===== src/rtl/spi_slave_pkg.sv =====
// Shared types, sizes and small helpers for the SPI responder.
package spi_slave_pkg;

    localparam int SPI_MAX_BITS = 32;
    localparam int CNT_W        = 6;
    localparam logic [CNT_W-1:0] CNT_SAT = 6'd63;

    typedef enum logic [1:0] {
        ST_IDLE   = 2'd0,
        ST_ACTIVE = 2'd1,
        ST_DONE   = 2'd2
    } state_e;

    // Left-justify the outgoing word so that bit nbits lands at [31].
    function automatic logic [SPI_MAX_BITS-1:0] tx_align(
        input logic [SPI_MAX_BITS-1:0] data,
        input logic [4:0]              nbits_lo
    );
        logic [4:0] sh;
        sh = 5'd31 - nbits_lo;
        return data << sh;
    endfunction

    // A frame is in error unless exactly len+1 rising edges were seen.
    function automatic logic frame_len_err(
        input logic [CNT_W-1:0] cnt,
        input logic [CNT_W-1:0] len
    );
        return ({1'b0, cnt} != ({1'b0, len} + 7'd1));
    endfunction

endpackage


===== src/rtl/spi_slave_if.sv =====
// Pin-side and FPGA-side signals of the SPI responder.
interface spi_slave_if;

    logic        spi_sck;
    logic        spi_mosi;
    logic        spi_csn;
    logic        spi_miso;
    logic        spi_miso_oe;
    logic [31:0] tx_data;
    logic [5:0]  nbits;
    logic [31:0] rx_data;
    logic        rx_valid;
    logic        rx_err;
    logic        busy;

    modport slave (
        input  spi_sck, spi_mosi, spi_csn, tx_data, nbits,
        output spi_miso, spi_miso_oe, rx_data, rx_valid, rx_err, busy
    );

    modport master (
        output spi_sck, spi_mosi, spi_csn, tx_data, nbits,
        input  spi_miso, spi_miso_oe, rx_data, rx_valid, rx_err, busy
    );

endinterface


===== src/rtl/spi_slave_pin_sync.sv =====
// Synchroniser plus history flop for one asynchronous SPI pin.
// Produces the synchronised level and registered rise/fall pulses,
// SYNC_STAGES+1 clk_in cycles after the pin edge.
module spi_slave_pin_sync #(
    parameter int SYNC_STAGES = 2
) (
    input  logic clk_in,
    input  logic nrst,
    input  logic pin,
    output logic level,
    output logic rise,
    output logic fall
);

    logic [SYNC_STAGES-1:0] sync_q;
    logic [SYNC_STAGES-1:0] sync_d;
    logic                   hist_q;
    logic                   hist_d;
    logic                   rise_q;
    logic                   rise_d;
    logic                   fall_q;
    logic                   fall_d;

    // Next-state of the synchroniser chain and the edge compares.
    always_comb begin
        sync_d = {sync_q[SYNC_STAGES-2:0], pin};
        hist_d = sync_q[SYNC_STAGES-1];
        rise_d = sync_q[SYNC_STAGES-1] & ~hist_q;
        fall_d = ~sync_q[SYNC_STAGES-1] & hist_q;
    end

    // Sampling chain is left free-running through reset so that a pin
    // already low when reset releases is not mistaken for a fresh edge.
    always_ff @(posedge clk_in) begin
        sync_q <= sync_d;
        hist_q <= hist_d;
    end

    // Edge pulses are cleared by reset.
    always_ff @(posedge clk_in) begin
        if (!nrst) begin
            rise_q <= 1'b0;
            fall_q <= 1'b0;
        end else begin
            rise_q <= rise_d;
            fall_q <= fall_d;
        end
    end

    assign level = hist_q;
    assign rise  = rise_q;
    assign fall  = fall_q;

endmodule


===== src/rtl/spi_slave.sv =====
// SPI responder, mode 3 (SCK idles high), MSB first, 1..32-bit words.
// Oversamples SCK/MOSI/CSN in the clk_in domain and exposes the received
// word and the word to transmit as parallel registers.
module spi_slave
    import spi_slave_pkg::*;
#(
    parameter int SYNC_STAGES = 2
) (
    input  logic clk_in,
    input  logic nrst,
    spi_slave_if.slave bus
);

    logic sck_rise;
    logic sck_fall;
    logic sck_lvl_unused;
    logic mosi_lvl;
    logic mosi_rise_unused;
    logic mosi_fall_unused;
    logic csn_rise;
    logic csn_fall;
    logic csn_lvl_unused;

    spi_slave_pin_sync #(.SYNC_STAGES(SYNC_STAGES)) u_sync_sck (
        .clk_in (clk_in),
        .nrst   (nrst),
        .pin    (bus.spi_sck),
        .level  (sck_lvl_unused),
        .rise   (sck_rise),
        .fall   (sck_fall)
    );

    spi_slave_pin_sync #(.SYNC_STAGES(SYNC_STAGES)) u_sync_mosi (
        .clk_in (clk_in),
        .nrst   (nrst),
        .pin    (bus.spi_mosi),
        .level  (mosi_lvl),
        .rise   (mosi_rise_unused),
        .fall   (mosi_fall_unused)
    );

    spi_slave_pin_sync #(.SYNC_STAGES(SYNC_STAGES)) u_sync_csn (
        .clk_in (clk_in),
        .nrst   (nrst),
        .pin    (bus.spi_csn),
        .level  (csn_lvl_unused),
        .rise   (csn_rise),
        .fall   (csn_fall)
    );

    state_e                  state_q,    state_d;
    logic [SPI_MAX_BITS-1:0] tx_shift_q, tx_shift_d;
    logic [SPI_MAX_BITS-1:0] rx_shift_q, rx_shift_d;
    logic [CNT_W-1:0]        bit_cnt_q,  bit_cnt_d;
    logic [CNT_W-1:0]        len_q,      len_d;
    logic                    fall_pend_q, fall_pend_d;
    logic                    miso_q,     miso_d;
    logic                    miso_oe_q,  miso_oe_d;
    logic                    busy_q,     busy_d;
    logic [SPI_MAX_BITS-1:0] rx_data_q,  rx_data_d;
    logic                    rx_valid_q, rx_valid_d;
    logic                    rx_err_q,   rx_err_d;

    // Frame FSM: next state, shift registers, bit counter and outputs.
    always_comb begin
        state_d     = state_q;
        tx_shift_d  = tx_shift_q;
        rx_shift_d  = rx_shift_q;
        bit_cnt_d   = bit_cnt_q;
        len_d       = len_q;
        fall_pend_d = 1'b0;
        miso_d      = miso_q;
        miso_oe_d   = miso_oe_q;
        busy_d      = busy_q;
        rx_data_d   = rx_data_q;
        rx_valid_d  = 1'b0;
        rx_err_d    = rx_err_q;

        case (state_q)
            ST_IDLE: begin
                // A CSN fall seen during DONE is honoured here, one cycle late.
                if (csn_fall || fall_pend_q) begin
                    state_d    = ST_ACTIVE;
                    busy_d     = 1'b1;
                    miso_oe_d  = 1'b1;
                    miso_d     = 1'b1;
                    tx_shift_d = tx_align(bus.tx_data, bus.nbits[4:0]);
                    len_d      = bus.nbits;
                    bit_cnt_d  = 6'd0;
                    rx_shift_d = 32'd0;
                end else begin
                    state_d = ST_IDLE;
                end
            end

            ST_ACTIVE: begin
                // Deselect wins over any SCK event in the same cycle.
                if (csn_rise) begin
                    state_d   = ST_DONE;
                    miso_oe_d = 1'b0;
                    miso_d    = 1'b1;
                    busy_d    = 1'b0;
                end else begin
                    if (sck_fall) begin
                        miso_d     = tx_shift_q[SPI_MAX_BITS-1];
                        tx_shift_d = {tx_shift_q[SPI_MAX_BITS-2:0], 1'b0};
                    end else begin
                        tx_shift_d = tx_shift_q;
                    end
                    if (sck_rise) begin
                        rx_shift_d = {rx_shift_q[SPI_MAX_BITS-2:0], mosi_lvl};
                        if (bit_cnt_q != CNT_SAT) begin
                            bit_cnt_d = bit_cnt_q + 6'd1;
                        end else begin
                            bit_cnt_d = bit_cnt_q;
                        end
                    end else begin
                        rx_shift_d = rx_shift_q;
                    end
                end
            end

            ST_DONE: begin
                state_d     = ST_IDLE;
                rx_data_d   = rx_shift_q;
                rx_err_d    = frame_len_err(bit_cnt_q, len_q);
                rx_valid_d  = 1'b1;
                fall_pend_d = csn_fall;
            end

            default: begin
                state_d   = ST_IDLE;
                miso_oe_d = 1'b0;
                miso_d    = 1'b1;
                busy_d    = 1'b0;
            end
        endcase
    end

    // State and datapath registers with synchronous active-low reset.
    always_ff @(posedge clk_in) begin
        if (!nrst) begin
            state_q     <= ST_IDLE;
            tx_shift_q  <= 32'd0;
            rx_shift_q  <= 32'd0;
            bit_cnt_q   <= 6'd0;
            len_q       <= 6'd0;
            fall_pend_q <= 1'b0;
            miso_q      <= 1'b1;
            miso_oe_q   <= 1'b0;
            busy_q      <= 1'b0;
            rx_data_q   <= 32'd0;
            rx_valid_q  <= 1'b0;
            rx_err_q    <= 1'b0;
        end else begin
            state_q     <= state_d;
            tx_shift_q  <= tx_shift_d;
            rx_shift_q  <= rx_shift_d;
            bit_cnt_q   <= bit_cnt_d;
            len_q       <= len_d;
            fall_pend_q <= fall_pend_d;
            miso_q      <= miso_d;
            miso_oe_q   <= miso_oe_d;
            busy_q      <= busy_d;
            rx_data_q   <= rx_data_d;
            rx_valid_q  <= rx_valid_d;
            rx_err_q    <= rx_err_d;
        end
    end

    assign bus.spi_miso    = miso_q;
    assign bus.spi_miso_oe = miso_oe_q;
    assign bus.busy        = busy_q;
    assign bus.rx_data     = rx_data_q;
    assign bus.rx_valid    = rx_valid_q;
    assign bus.rx_err      = rx_err_q;

endmodule


===== src/flat_wrapper.sv =====
// flat-port wrapper written by rule: the top's interface ports become plain ports
module spi_slave_flat import spi_slave_pkg::*;
#(
    parameter int SYNC_STAGES = 2
)
  (clk_in, nrst, bus_spi_sck, bus_spi_mosi, bus_spi_csn, bus_tx_data, bus_nbits, bus_spi_miso, bus_spi_miso_oe, bus_rx_data, bus_rx_valid, bus_rx_err, bus_busy);
  spi_slave_if bus_i ();
  input  logic clk_in;
  input  logic nrst;
  input wire logic [$bits(bus_i.spi_sck)-1:0] bus_spi_sck;
  input wire logic [$bits(bus_i.spi_mosi)-1:0] bus_spi_mosi;
  input wire logic [$bits(bus_i.spi_csn)-1:0] bus_spi_csn;
  input wire logic [$bits(bus_i.tx_data)-1:0] bus_tx_data;
  input wire logic [$bits(bus_i.nbits)-1:0] bus_nbits;
  output wire logic [$bits(bus_i.spi_miso)-1:0] bus_spi_miso;
  output wire logic [$bits(bus_i.spi_miso_oe)-1:0] bus_spi_miso_oe;
  output wire logic [$bits(bus_i.rx_data)-1:0] bus_rx_data;
  output wire logic [$bits(bus_i.rx_valid)-1:0] bus_rx_valid;
  output wire logic [$bits(bus_i.rx_err)-1:0] bus_rx_err;
  output wire logic [$bits(bus_i.busy)-1:0] bus_busy;
  assign bus_i.spi_sck = bus_spi_sck;
  assign bus_i.spi_mosi = bus_spi_mosi;
  assign bus_i.spi_csn = bus_spi_csn;
  assign bus_i.tx_data = bus_tx_data;
  assign bus_i.nbits = bus_nbits;
  assign bus_spi_miso = bus_i.spi_miso;
  assign bus_spi_miso_oe = bus_i.spi_miso_oe;
  assign bus_rx_data = bus_i.rx_data;
  assign bus_rx_valid = bus_i.rx_valid;
  assign bus_rx_err = bus_i.rx_err;
  assign bus_busy = bus_i.busy;
  spi_slave #(.SYNC_STAGES(SYNC_STAGES)) u_core (.clk_in(clk_in), .nrst(nrst), .bus(bus_i));
endmodule

===== config.mk =====
export PLATFORM = sky130hd
export DESIGN_NAME = spi_slave_flat
export DESIGN_NICKNAME = d
export VERILOG_FILES = /design/src/rtl/spi_slave_pkg.sv /design/src/rtl/spi_slave_if.sv /design/src/rtl/spi_slave_pin_sync.sv /design/src/rtl/spi_slave.sv /design/src/flat_wrapper.sv
export SDC_FILE = /design/constraint.sdc
export NUM_CORES = 1
export LEC_CHECK = 0
export ABC_AREA = 1
export BUFFER_PORTS_ARGS = -buffer_cell sky130_fd_sc_hd__buf_2
export CAP_MARGIN = 0
export CORE_AREA = 5 5 131 133
export DETAILED_ROUTE_END_ITERATION = 6
export DIE_AREA = 0 0 136 138
export PLACE_DENSITY_LB_ADDON = 0.1
export SLEW_MARGIN = 20
export SYNTH_ARGS = -nofsm -noshare
export SYNTH_HDL_FRONTEND = slang
export SYNTH_SLANG_ARGS = --single-unit

===== constraint.sdc =====
create_clock -name clk_in -period 1.7 [get_ports clk_in]
set_clock_uncertainty 0.1 [all_clocks]
set_input_delay 0 -clock clk_in [delete_from_list [all_inputs] [get_ports clk_in]]
set_output_delay 0 -clock clk_in [all_outputs]
set_load 0.01 [all_outputs]

Yosys cells after proc, flatten, opt, wreduce, memory -nomap -nowiden

Cells that the tools add are included.

Register bits after elaboration: 128
Input bits: 43
Output and inout bits: 37
Word-level logic and storage cells: 78

Add/subtract/negate cells: 3
Equal/unequal tests: 11
Shift-type cells: 1
Mux-type cells: 23
Bitwise gates (word level): 9
Reduce and logical (&&, ||, !) cells: 10

Operator list:

| operator                                                                 | count |
|---|---|
| 32-bit two-way mux                                                       | 6 |
| 32-bit case mux with 2 select lines                                      | 2 |
| 32-bit by 5-bit left shift with 32-bit output                            | 1 |
| 6-bit two-way mux                                                        | 4 |
| 6-bit case mux with 2 select lines                                       | 1 |
| 2-bit inequality test (second input constant)                            | 4 |
| 4-bit AND reduction                                                      | 2 |
| 6-bit by 1-bit adder with 7-bit output (second input constant)           | 1 |
| 6-bit by 7-bit inequality test with 1-bit output                         | 1 |
| 6-bit by 1-bit adder with 6-bit output (second input constant)           | 1 |
| 1-bit two-way mux                                                        | 6 |
| 6-bit inequality test (second input constant)                            | 1 |
| 1-bit case mux with 3 select lines                                       | 2 |
| 3-bit AND reduction                                                      | 2 |
| 1-bit NOT                                                                | 5 |
| 5-bit AND reduction                                                      | 1 |
| 5-bit subtractor (first input constant)                                  | 1 |
| 1-bit bitwise AND                                                        | 4 |
| 2-bit by 1-bit inequality test with 1-bit output (second input constant) | 2 |
| 2-bit case mux with 2 select lines                                       | 1 |
| 2-bit AND reduction                                                      | 2 |
| 3-bit inequality test (second input constant)                            | 1 |
| 2-bit by 1-bit equality test with 1-bit output (second input constant)   | 1 |
| 2-bit equality test (second input constant)                              | 1 |
| other kinds (4)                                                          | 4 |

Longest topological paths before layout

Depth after elaboration: 5
Mapped depth: 13
Mapped depth without buffers: 11

Hierarchy

Synthesis repeated with hierarchy kept, for this count alone.

Cell total of the unflattened synthesis: 952
Area, all modules: 6449.9 um^2

Modules (own cells, without submodules):

| module             | instances | cells an instance | area each (um^2) | sequential area each (um^2) |
|---|---|---|---|---|
| spi_slave          | 1         | 925               | 6104.6           | 2302.2 |
| spi_slave_pin_sync | 3         | 9                 | 115.1            | 100.1 |

Worst setup path before layout

OpenSTA, ideal clock, no wires.

Path kind: register to register
Start point: register u_core.state_q[0]
End point: register u_core.tx_shift_q[13]
Library setup time: 132 ps
Arrival time: 1244 ps
Required time: 1468 ps
Path slack: 224 ps
Cell stages (with the launch flop): 10
Path buffers: 2
Clock period less this slack: 1476 ps
Cells stage by stage: dfxtp_1 > inv_2 > nor2_4 > nand2_2 > nand2_4 > o21ai_2 > buf_6 > buf_6 > a22oi_1 > a21oi_1

Word-level cells in the longest chain between the ends: 3
Elaborated cells between the ends (all ways): 8
Those cells by class: eq/ne: 4; mux: 1; reduce/logical: 3

Ends and longest elaborated chain:

| element                                                                                    | RTL line         | source |
|---|---|---|
| start, declared                                                                            | spi_slave.sv:51  | `state_e state_q, state_d;` |
| start signal, assigned                                                                     | spi_slave.sv:156 | `state_q <= state_d;` |
| 2-bit by 1-bit equality test with 1-bit output / 2-bit logical NOT (equally long branches) | spi_slave.sv:79  | `case (state_q)` |
| 2-bit inequality test (no source line) (tied with other cells)                             | --               |  |
| 4-bit AND reduction (no source line)                                                       | --               |  |
| end signal, assigned                                                                       | spi_slave.sv:157 | `tx_shift_q <= tx_shift_d;` |
| end, declared                                                                              | spi_slave.sv:52  | `logic [SPI_MAX_BITS-1:0] tx_shift_q, tx_shift_d;` |

Several ways; a longest one is shown, not always the timed one.
A chain may end at the register's enable or synchronous reset.

Final worst setup path

Start point: register u_core.state_q[1]
End point: register u_core.tx_shift_q[20]

The elaborated chain is that of the path after synthesis.

==> reports/results.md <==
Routing
* via count: 6168
* number of design-rule violations left by the first detailed-router iteration: 438
* number of detailed-route iterations in the first pass: 5
* DRT antenna net count: 0
* number of DRC violations after detailed routing: 0
* post-DR vias/cell: 5.043
* total wirelength of the detailed-routed design: 16480 um
* detailed-route wire length per cell: 13.48 um

Power and ir drop
* switching portion of total power: 0.2688
* Comb pwr share: 0.124
* power after layout: 0.007676 W
* net switching power of the design: 0.002063 W
* total leakage power: 3.196 nW
* Internal Dissipation: 0.005613 W
* worst voltage drop across the vdd grid: 812.8 uV
* sequential fraction of design power: 0.407
* P per Cell Area: 1007 nW/um^2
* Clk network pwr share: 0.469

GRT
* busiest metal layer after global routing: met1
* global-route met2 utilization: 0.2477
* met1 usage in global routing: 0.2724
* global-route wire length before repair: 27610 um
* initial antenna violation count: 0
* via count of the first global-routing pass: 5512
* largest net degree at the start of global routing: 35
* met3 track utilization from global routing: 0.03991
* GRT Total Usage: 0.1775
* GRT overflow: 0

Timing
* worst path setup slack after routing: 65.42 ps
* Final Max Slew Viols: 0
* post-route minimum period: 1635 ps
* Least-Margin Pin Slew: 451.3 ps
* Highest Clock Rate: 611.8 MHz
* Final Setup Violations: 0
* RSZ-0062 raised after global routing: true
* final clock period utilization by the worst path: 0.9615
* Slew headroom: 0.6988
* final count of hold timing violations: 0

Clock network
* clock tree from TritonCTS: built
* CTS root buf: sky130_fd_sc_hd__clkbuf_16
* H-tree lvl count: 4
* CTS clk-pin slew, worst paths: 60 ps
* clock latency at the later pin of the worst-skew pair: 420 ps
* Bufs on Longest Clock Path: 2
* total clock sinks: 128
* number of CTS-inserted buffers: 17

Synthesis
* Yosys top cell by area: sky130_fd_sc_hd__dfxtp_1
* adder-cell share of the synthesized area: 0.004027
* share of the yosys chip area belonging to registers: 0.4124
* area share of xor/xnor cells in the synthesized design: 0.01551
* Synth Instances: 913
* Compound-Gate Fraction of Synth Area: 0.1474
* multiplexer share of the synthesized area: 0
* net count of the mapped netlist: 958
* average instance area after synthesis: 6.806 um^2
* number of flip-flops and latches in the synthesized netlist: 128
* dominant combinational cell family by area after synthesis: simple AND/OR/NAND/NOR gates
* dominant cells by area after synthesis: sky130_fd_sc_hd__dfxtp_1 (41%), sky130_fd_sc_hd__nand3_1 (14%), sky130_fd_sc_hd__nand2_1 (13%)
* netlist area before placement: 6213 um^2
* top cell type's share of synthesized area: 0.4124
* Synth cell types: 32
* Post-Synth Simple-Gate Area: 0.3534
* number of warnings reported in the yosys synthesis log: 0

Floorplan
* count of standard-cell rows: 46
* starting density of the core: 0.3954
* Die W: 136 um
* floorplan die area: 18770 um^2
* Floorplan Core Area: 15710 um^2
* die height: 138 um
* count of pins on the block boundary: 80

Placed design
* Post-DP Area: 6894 um^2
* Port Buffers: 79
* global placement routability congestion: 0.8715
* Detail Placement HPWL: 11770 um
* post-placement setup slack: 68.42 ps

Finish
* post-layout util: 0.4851
* leading cell type in the layout, fill and taps excluded: sky130_fd_sc_hd__nand2_1
* share of layout cells above drive strength 1: 0.1648
* antenna cells: 0
* most frequent cells in the layout: sky130_fd_sc_hd__nand2_1 (208), sky130_fd_sc_hd__nand3_1 (175), sky130_fd_sc_hd__dfxtp_1 (126)
* Layout Area Growth over Synthesis: 22.67%
* number of nets in the layout: 1039
* cell area after layout: 7622 um^2
* fillcell total: 1659

Status
* result of the run: completed

Critical path
* critical path type: register to register
* Crit path required time: 1900 ps
* nature of the critical path endpoint: register
* Crit Path Max Fanout: 6
* Worst EP arrival: 1830 ps
* startpoint of the worst register-to-register path: u_core.state_q[1]
* category of the worst setup path launch point: register
* Critical Path Start: u_core.state_q[1]

Worst hold path
* start point of the worst min-delay path: bus_nbits[3]
* type of the worst min-delay path: primary input to register

Run
* Max-cap violations: 0

## power groups by stage
stage	Combinational [W]	Clock (W)	Sequential, W
4_1_cts	0.000932	0.00368	0.00312
3_3_place_gp	0.000921	0	0.00319
6_report	0.000953	0.00360	0.00312
5_1_grt	0.00108	0.00382	0.00313
3_5_place_dp	0.000915	0	0.00318
2_1_floorplan	0.000633	0	0.00318
## metrics by stage
stage	std cells	hold slack [ps]	TNS (ps)
floorplan	913	-72.28	0
global placement	1177	2.249	0
detailed placement	1177	3.599	0
CTS	1216	21.07	0
global route	1223	54.09	-73.47
finish	1223	33.17	0
## synth_stat cells
| master | count |
|---|---|
| sky130_fd_sc_hd__a211oi_1 | 1 |
| sky130_fd_sc_hd__a21oi_1 | 84 |
| sky130_fd_sc_hd__a21oi_2 | 1 |
| sky130_fd_sc_hd__a22oi_1 | 15 |
| sky130_fd_sc_hd__a31oi_1 | 4 |
| sky130_fd_sc_hd__buf_1 | 7 |
| sky130_fd_sc_hd__buf_2 | 16 |
| sky130_fd_sc_hd__buf_4 | 6 |
| sky130_fd_sc_hd__buf_6 | 3 |
| sky130_fd_sc_hd__clkbuf_1 | 28 |
| sky130_fd_sc_hd__clkinv_1 | 1 |
| sky130_fd_sc_hd__dfxtp_1 | 128 |
| sky130_fd_sc_hd__ha_1 | 2 |
| sky130_fd_sc_hd__inv_1 | 28 |
| sky130_fd_sc_hd__inv_2 | 5 |
| sky130_fd_sc_hd__nand2_1 | 208 |
| sky130_fd_sc_hd__nand2_2 | 1 |
| sky130_fd_sc_hd__nand2_4 | 2 |
| sky130_fd_sc_hd__nand3_1 | 175 |
| sky130_fd_sc_hd__nand3_4 | 1 |
| sky130_fd_sc_hd__nand3b_1 | 1 |
| sky130_fd_sc_hd__nand4_1 | 1 |
| sky130_fd_sc_hd__nor2_1 | 107 |
| sky130_fd_sc_hd__nor2_2 | 3 |
| sky130_fd_sc_hd__nor2_4 | 2 |
| sky130_fd_sc_hd__nor3_1 | 6 |
| sky130_fd_sc_hd__o211ai_1 | 5 |
| sky130_fd_sc_hd__o21ai_0 | 59 |
| sky130_fd_sc_hd__o21ai_2 | 1 |
| sky130_fd_sc_hd__or2_0 | 1 |
| sky130_fd_sc_hd__xnor2_1 | 3 |
| sky130_fd_sc_hd__xor2_1 | 8 |
## critical path, stage by stage (launching register included)
cell and delay [ps]:
sky130_fd_sc_hd__dfxtp_1 430, sky130_fd_sc_hd__nor2_2 90, sky130_fd_sc_hd__nand2_4 110, sky130_fd_sc_hd__nand2_4 80, sky130_fd_sc_hd__o21ai_4 100, sky130_fd_sc_hd__clkinvlp_2 210
sky130_fd_sc_hd__buf_4 160, sky130_fd_sc_hd__o21ai_0 160, sky130_fd_sc_hd__a31oi_1 70
## sequential cells by signal, summed over array words and instances (netlist names), 2 cells and up
name / cells
u_core.u_sync_csn.sync_q: 2
u_core.u_sync_mosi.sync_q: 2
u_core.bus.rx_data: 32
u_core.u_sync_sck.sync_q: 2
u_core.rx_shift_q: 32
u_core.tx_shift_q: 32
u_core.len_q: 6
u_core.state_q: 2
u_core.bit_cnt_q: 6
## kinds of logic (layout without fill, tap and decap cells)
family                   count (synthesis)  count (layout)
AND/OR/NAND/NOR                        508             508
AO/OA/AOI/OAI                          170             170
flip-flops                             128             128
buffers and inverters                   94             188
XOR/XNOR                                11              11
adder cells (fa/ha/maj)                  2               2
## path summary, 6_finish.rpt
kind | slack, ps | cells past startpoint | endpoint
setup / recovery | 70 | 8 | u_core.tx_shift_q[20]
hold / removal | 30 | 4 | u_core.tx_shift_q[7]
setup reg to reg | 70 | 8 | u_core.tx_shift_q[20]
hold reg to reg | 230 | 0 | u_core.u_sync_csn.sync_q[1]
## what timing repair did
item                       4_1_cts  5_1_grt
hold buffers                     7        0
hold endpoints to repair        16        0
setup endpoints to repair        0       46
resized for setup                0        7
buffers inserted                 0        6
## metal layers
layer	wire length, um	share of wire
met2	6778	0.41
met1	8655	0.53
met5	0	0
met4	194	0.012
met3	854	0.052
## cell type report
cell class,instances,area [um^2],share of cell area
clock buffers,18,429.2,0.05630
clock inverters,14,156.4,0.02052
inverters,34,127.6,0.01674
repair inverters,1,5.005,0.0006566
flip-flops and latches,128,2567,0.3368
well taps,216,270.3,0.03546
repair buffers,121,815.8,0.1070
multi-input cells,691,3251,0.4265
No activity file was read; power rests on OpenSTA's default activity.
